==> src/rtl/rcv_ctrl.sv <==
// Receive control for the serial receiver: synchronises the line, detects the start
// edge and sequences timer, stop-bit check and buffer load, with ready/error status.
module rcv_ctrl #(
  parameter int SYNC_STAGES = 2
) (
  input  logic clk,
  input  logic n_rst,
  input  logic serial_in,
  input  logic packet_done,
  input  logic stop_bit,
  input  logic data_read,
  output logic sbc_clear,
  output logic enable_timer,
  output logic load_buffer,
  output logic data_ready,
  output logic framing_error,
  output logic overrun_error
);

  typedef enum logic [2:0] {
    IDLE     = 3'd0,
    START    = 3'd1,
    RECEIVE  = 3'd2,
    STOP_CHK = 3'd3,
    LOAD     = 3'd4
  } state_t;

  state_t                 state_r;
  state_t                 next_state_s;
  logic [SYNC_STAGES-1:0] sync_r;
  logic                   prev_r;
  logic                   start_det_s;

  // Line synchroniser plus edge flop; both reset to the idle-high line level.
  always_ff @(posedge clk or negedge n_rst) begin
    if (!n_rst) begin
      sync_r <= '1;
      prev_r <= 1'b1;
    end else begin
      sync_r <= {sync_r[SYNC_STAGES-2:0], serial_in};
      prev_r <= sync_r[SYNC_STAGES-1];
    end
  end

  assign start_det_s = prev_r & ~sync_r[SYNC_STAGES-1];

  // Packet sequencing state register.
  always_ff @(posedge clk or negedge n_rst) begin
    if (!n_rst) begin
      state_r <= IDLE;
    end else begin
      state_r <= next_state_s;
    end
  end

  // Next-state decode; falling edges outside IDLE are data bits and are ignored.
  always_comb begin
    next_state_s = state_r;
    case (state_r)
      IDLE: begin
        if (start_det_s) next_state_s = START;
        else             next_state_s = IDLE;
      end
      START:   next_state_s = RECEIVE;
      RECEIVE: begin
        if (packet_done) next_state_s = STOP_CHK;
        else             next_state_s = RECEIVE;
      end
      STOP_CHK: begin
        if (stop_bit) next_state_s = LOAD;
        else          next_state_s = IDLE;
      end
      LOAD:    next_state_s = IDLE;
      default: next_state_s = IDLE;
    endcase
  end

  // Control strobes are flopped from the next state so they line up with the state.
  always_ff @(posedge clk or negedge n_rst) begin
    if (!n_rst) begin
      sbc_clear    <= 1'b0;
      enable_timer <= 1'b0;
      load_buffer  <= 1'b0;
    end else begin
      sbc_clear    <= (next_state_s == START);
      enable_timer <= (next_state_s == RECEIVE);
      load_buffer  <= (next_state_s == LOAD);
    end
  end

  // Framing status: sticky from a bad stop bit until the next packet starts.
  always_ff @(posedge clk or negedge n_rst) begin
    if (!n_rst) begin
      framing_error <= 1'b0;
    end else if ((state_r == STOP_CHK) && !stop_bit) begin
      framing_error <= 1'b1;
    end else if (next_state_s == START) begin
      framing_error <= 1'b0;
    end else begin
      framing_error <= framing_error;
    end
  end

  // Buffer status; a load coinciding with data_read hands over cleanly (no overrun).
  always_ff @(posedge clk or negedge n_rst) begin
    if (!n_rst) begin
      data_ready    <= 1'b0;
      overrun_error <= 1'b0;
    end else if (state_r == LOAD) begin
      data_ready <= 1'b1;
      if (data_ready && !data_read) overrun_error <= 1'b1;
      else if (data_read)           overrun_error <= 1'b0;
      else                          overrun_error <= overrun_error;
    end else if (data_read) begin
      data_ready    <= 1'b0;
      overrun_error <= 1'b0;
    end else begin
      data_ready    <= data_ready;
      overrun_error <= overrun_error;
    end
  end

endmodule

==> config.mk <==
export PLATFORM = sky130hd
export DESIGN_NAME = rcv_ctrl
export DESIGN_NICKNAME = d
export VERILOG_FILES = /design/src/rtl/rcv_ctrl.sv
export SDC_FILE = /design/constraint.sdc
export NUM_CORES = 1
export LEC_CHECK = 0
export ABC_CLOCK_PERIOD_IN_PS = 1430
export BUFFER_PORTS_ARGS = -buffer_cell sky130_fd_sc_hd__buf_2
export CAP_MARGIN = 20
export CELL_PAD_IN_SITES_DETAIL_PLACEMENT = 0
export CELL_PAD_IN_SITES_GLOBAL_PLACEMENT = 1
export CORE_UTILIZATION = 35
export CTS_BUF_LIST = sky130_fd_sc_hd__clkbuf_2
export DETAILED_ROUTE_END_ITERATION = 6
export PLACE_DENSITY_LB_ADDON = 0.12
export REMOVE_ABC_BUFFERS = 1
export SLEW_MARGIN = 20
export SYNTH_ARGS = -nofsm -noshare
export SYNTH_HDL_FRONTEND = slang
export SYNTH_SLANG_ARGS = --single-unit
==> constraint.sdc <==
create_clock -name clk -period 1.43 [get_ports clk]
set_clock_uncertainty 0.05 [all_clocks]
set_input_delay 0.0715 -clock clk [delete_from_list [all_inputs] [get_ports clk]]
set_output_delay 0.0715 -clock clk [all_outputs]
set_load 0.005 [all_outputs]
-- After elaboration in Yosys (flattened, before gate mapping)
Index checks and enable logic that the tools add are counted.
Widths: inputs -> output; s select.
- flip-flop bits (word level): 12
- output and inout port bits: 6
- equal/unequal tests: 7
- multiplexer cells: 11
- bitwise operators: 2
- reduce and logical (&&, ||, !) cells: 7
- operators with widths (kind ; count):
    $pmux 3 s4 ; 1
    $eq 3x2->1 const B ; 3
    $mux 1 ; 9
    $eq 3x1->1 const B ; 2
    $eq 3x3->1 const B ; 2
    $reduce_bool 2->1 ; 2
    $logic_not 3->1 ; 1
    $mux 3 ; 1
    $logic_and 1x1->1 ; 2
    $logic_not 1->1 ; 2
    $and 1x1->1 ; 1
    $not 1->1 ; 1

-- Depth between registers and ports, before layout
- depth after elaboration: 7
- gate-level depth with buffers: 3
- mapped depth without buffers: 2

-- Least setup slack after synthesis
Ideal clock, no wire load.
- path type: register to register
- start: register prev_r
- end: register state_r[0]
- library setup time: 94 ps
- arrival: 1041 ps
- path slack: 245 ps
- stages on the path, launching flop included: 3
- buffers on the path: 0
- path through: dfstp_2 or3b_1 a211oi_1
- word-level cells in the longest chain between the ends: 3
- RTL lines (element ; line ; source):
    start: declaration ; 31 ; logic prev_r;
    start signal: assignment ; 41 ; prev_r <= sync_r[SYNC_STAGES-1];
    $and 1x1->1 ; 45 ; assign start_det_s = prev_r & ~sync_r[SYNC_STAGES-1];
    $mux 1 ; 61 ; if (start_det_s) next_state_s = START;
    $pmux 3 s4 ; 59 ; case (state_r)
    named net next_state_s[0] ; 29 ; state_t next_state_s;
    end signal: assignment ; 52 ; state_r <= next_state_s;
    end: declaration ; 28 ; state_t state_r;
The timed path passes the listed nets, and every way through them passes these cells.
A chain may end at the register's enable or synchronous reset.

-- Final worst setup path
Ends and elaborated chain as after synthesis.

==> results.sh <==
export IMPL_status="finished clean"
export IMPL_synth_avg_cell_area_sq_um=13.38
export IMPL_grt_pass1_wl_um=1262
export IMPL_clock_latency_ns=0.26
export IMPL_critPathMaxStageDelay_ns=0.56
export IMPL_crit_arrival_ns=1.38
export IMPL_synth_seq_cells=12
export IMPL_hold_depth=3
export IMPL_cts_root_buf="clkbuf_2"
export IMPL_start_kind="flop"
export IMPL_cts_sinks=12
export IMPL_avgRoutedWirePerCell_um=12.80
export IMPL_setup_tns_ns=0
export IMPL_clkSlewWorstSetupHoldPaths_ns=0.12
export IMPL_routed_wl_um=845
export IMPL_p_per_area_nw_per_um2=1484
export IMPL_seqPwrFrac=0.575
export IMPL_worst_slack_ns=0.1640
export IMPL_period_share=0.8853
export IMPL_tightestPinTransition_ns=0.3823
export IMPL_drtIter0Drc=3
export IMPL_regToRegEndpoint="state_r[0]"
export IMPL_grt_max_degree=13
export IMPL_crit_fanout=3
export IMPL_die_h_um=39.10
export IMPL_fin_cells=66
export IMPL_total_power_uw=870.8
export IMPL_crit_type="flop to flop"
export IMPL_finalCriticalPeriod_ns=1.266
export IMPL_crit_chain="or3b_1 -> a211oi_1"
export IMPL_grt_usage=0.1358
export IMPL_ir_drop_uv=735.0
export IMPL_area_growth_pct=21.82
export IMPL_design_area_sq_um=586.8
export IMPL_pwr_share_comb=0.233
export IMPL_synthCells=36
export IMPL_placed_area_sq_um=538.0
export IMPL_antenna_found_initial=0
export IMPL_ios=12
export IMPL_syn_area_sq_um=481.7
export IMPL_rsz0062_at_grt="no"
export IMPL_drv_cap=0
export IMPL_hp_start="packet_done"
export IMPL_slew_limit_headroom=0.7415
export IMPL_num_rows=13
export IMPL_grt_pass1_vias=301
export IMPL_start_util=0.3749
export IMPL_p_sw_uw=275.9
export IMPL_grt_overflow_total=0
export IMPL_drive_gt1_frac=0.3922
export IMPL_firstDrtPassIters=2
export IMPL_routed_via_density=5.030
export IMPL_vias=332
export IMPL_ctsHtreeMaxLevel=1
export IMPL_p_leak_nw=0.2885
export IMPL_core_area_sq_um=1285
export IMPL_pwr_share_clk=0.192
export IMPL_dp_slack_ns=0.1849
export IMPL_place_inst=59
export IMPL_holdCritPathClass="input pin to flop"
export IMPL_drc=0
export IMPL_synth_warnings=0
export IMPL_cts_buffer_depth=2
export IMPL_reg2reg_depth=2
export IMPL_die_area_sq_um=1529
export IMPL_gp_congestion=0.6782
export IMPL_die_w_um=39.10
export IMPL_finalHoldViolations=0
export IMPL_min_to="state_r[0]"
export IMPL_final_core_util=0.4567
export IMPL_ant_nets=0
export IMPL_finalHoldWorstSlack_ns=0.01194
export IMPL_slowest_stage="dfstp_2"
export IMPL_tritoncts="yes"
export IMPL_cp_required_ns=1.55
export IMPL_setup_viol=0
export IMPL_r2r_setup_slack_ns=0.16
export IMPL_antennaDiodeCount=0
export IMPL_drv_slew=0
export IMPL_p_int_uw=594.9
export IMPL_fillers=133
export IMPL_end_kind="flop"
export IMPL_sw_frac_of_total=0.3169
export IMPL_worstReg2RegStart="prev_r"
export IMPL_port_buffers=11
export IMPL_synth_seq_area_share=0.6312
export IMPL_nNetsFinal=58
export IMPL_synth_distinct_cells=20
export IMPL_fmax_ghz=0.7899
export IMPL_cts_buffers=3
-- worst max path at each step --
stage | startpoint | endpoint | slack, ns
floorplan | prev_r | state_r[0] | 0.24
global placement | prev_r | state_r[0] | 0.23
detailed placement | prev_r | state_r[0] | 0.18
CTS | prev_r | state_r[0] | 0.15
global route | prev_r | state_r[0] | 0.10
finish | prev_r | state_r[0] | 0.16
-- critical path, delay by kind of cell (launching register included) --
kind	cells	cell delay, ns
simple gates	1	0.34
compound gates	1	0.23
flops	1	0.56
-- cells in the mapped netlist (all sizes together) --
library cell | n | area [sq um]
nor4b | 1 | 8.760
dfrtp | 9 | 225.2
and4b | 2 | 20.02
nand2 | 2 | 7.510
inv | 2 | 7.510
or2b | 1 | 7.510
a211oi | 1 | 7.510
nand2b | 1 | 6.260
buf | 3 | 17.52
a22o | 1 | 8.760
o21a | 1 | 7.510
dfstp | 3 | 78.83
nand4bb | 1 | 11.26
o211ai | 1 | 7.510
a21oi | 2 | 13.76
and4bb | 2 | 25.02
or3b | 2 | 17.52
nor2 | 1 | 3.750
-- final cells by class --
class	instances	area (sq um)	share of cell area
Inverter	2	7.507	0.01279
Timing Repair Buffer	14	85.08	0.1450
Sequential cell	12	304.0	0.5181
Tap cell	15	18.77	0.03198
Clock buffer	3	15.01	0.02559
Multi-Input combinational cell	19	152.6	0.2601
Clock inverter	1	3.754	0.006397
-- cells by family after synthesis --
group | Yosys count | synth area share
AOI/OAI and AO/OA | 6 | 0.09352
buffers and inverters | 5 | 0.05196
and+or+nand+nor | 13 | 0.2234
DFF | 12 | 0.6312
-- state kept, by name, indices dropped and copies added, names as in the netlist --
register and cells:
state_r 3, sync_r 2, data_ready 1, enable_timer 1, framing_error 1, load_buffer 1
overrun_error 1, prev_r 1, sbc_clear 1
-- per-layer routing --
| metal | global-route usage | up-vias | wire, um |
|---|---|---|---|
| met4 | 0.1293 | 0 | 8 |
| met5 | 0 | - | 0 |
| li1 | - | 159 | - |
| met2 | 0.2042 | 9 | 422 |
| met1 | 0.1522 | 162 | 364 |
| met3 | 0.03468 | 2 | 49 |
-- timing repair --
| item | in CTS | in global routing |
|---|---|---|
| endpoints found under the setup margin | 0 | 0 |
| hold buffers | 3 | 0 |
| buffers inserted | 0 | 0 |
| resized for setup | 0 | 0 |
| hold endpoints to repair | 14 | 0 |
-- layout by cell type, fill, tap and decap left out, drive strengths merged --
cell type / count
a21oi: 2
nor2: 1
a22o: 1
inv: 2
and4bb: 2
clkbuf: 3
dlygate4sd3: 3
o211ai: 1
clkinv: 1
o21a: 1
nand2: 2
buf: 11
nor4b: 1
nand2b: 1
dfrtp: 9
dfstp: 3
and4b: 2
nand4bb: 1
or3b: 2
or2b: 1
a211oi: 1
-- power by group through the flow --
stage	Clock [mW]	Sequential [mW]	Combinational, mW
after CTS	0.175	0.503	0.208
after floorplan	0	0.491	0.125
after global placement	0	0.502	0.193
final	0.168	0.500	0.203
after detailed placement	0	0.510	0.201
after global routing	0.189	0.520	0.228
Note: power is estimated with default switching activity, not from simulation.
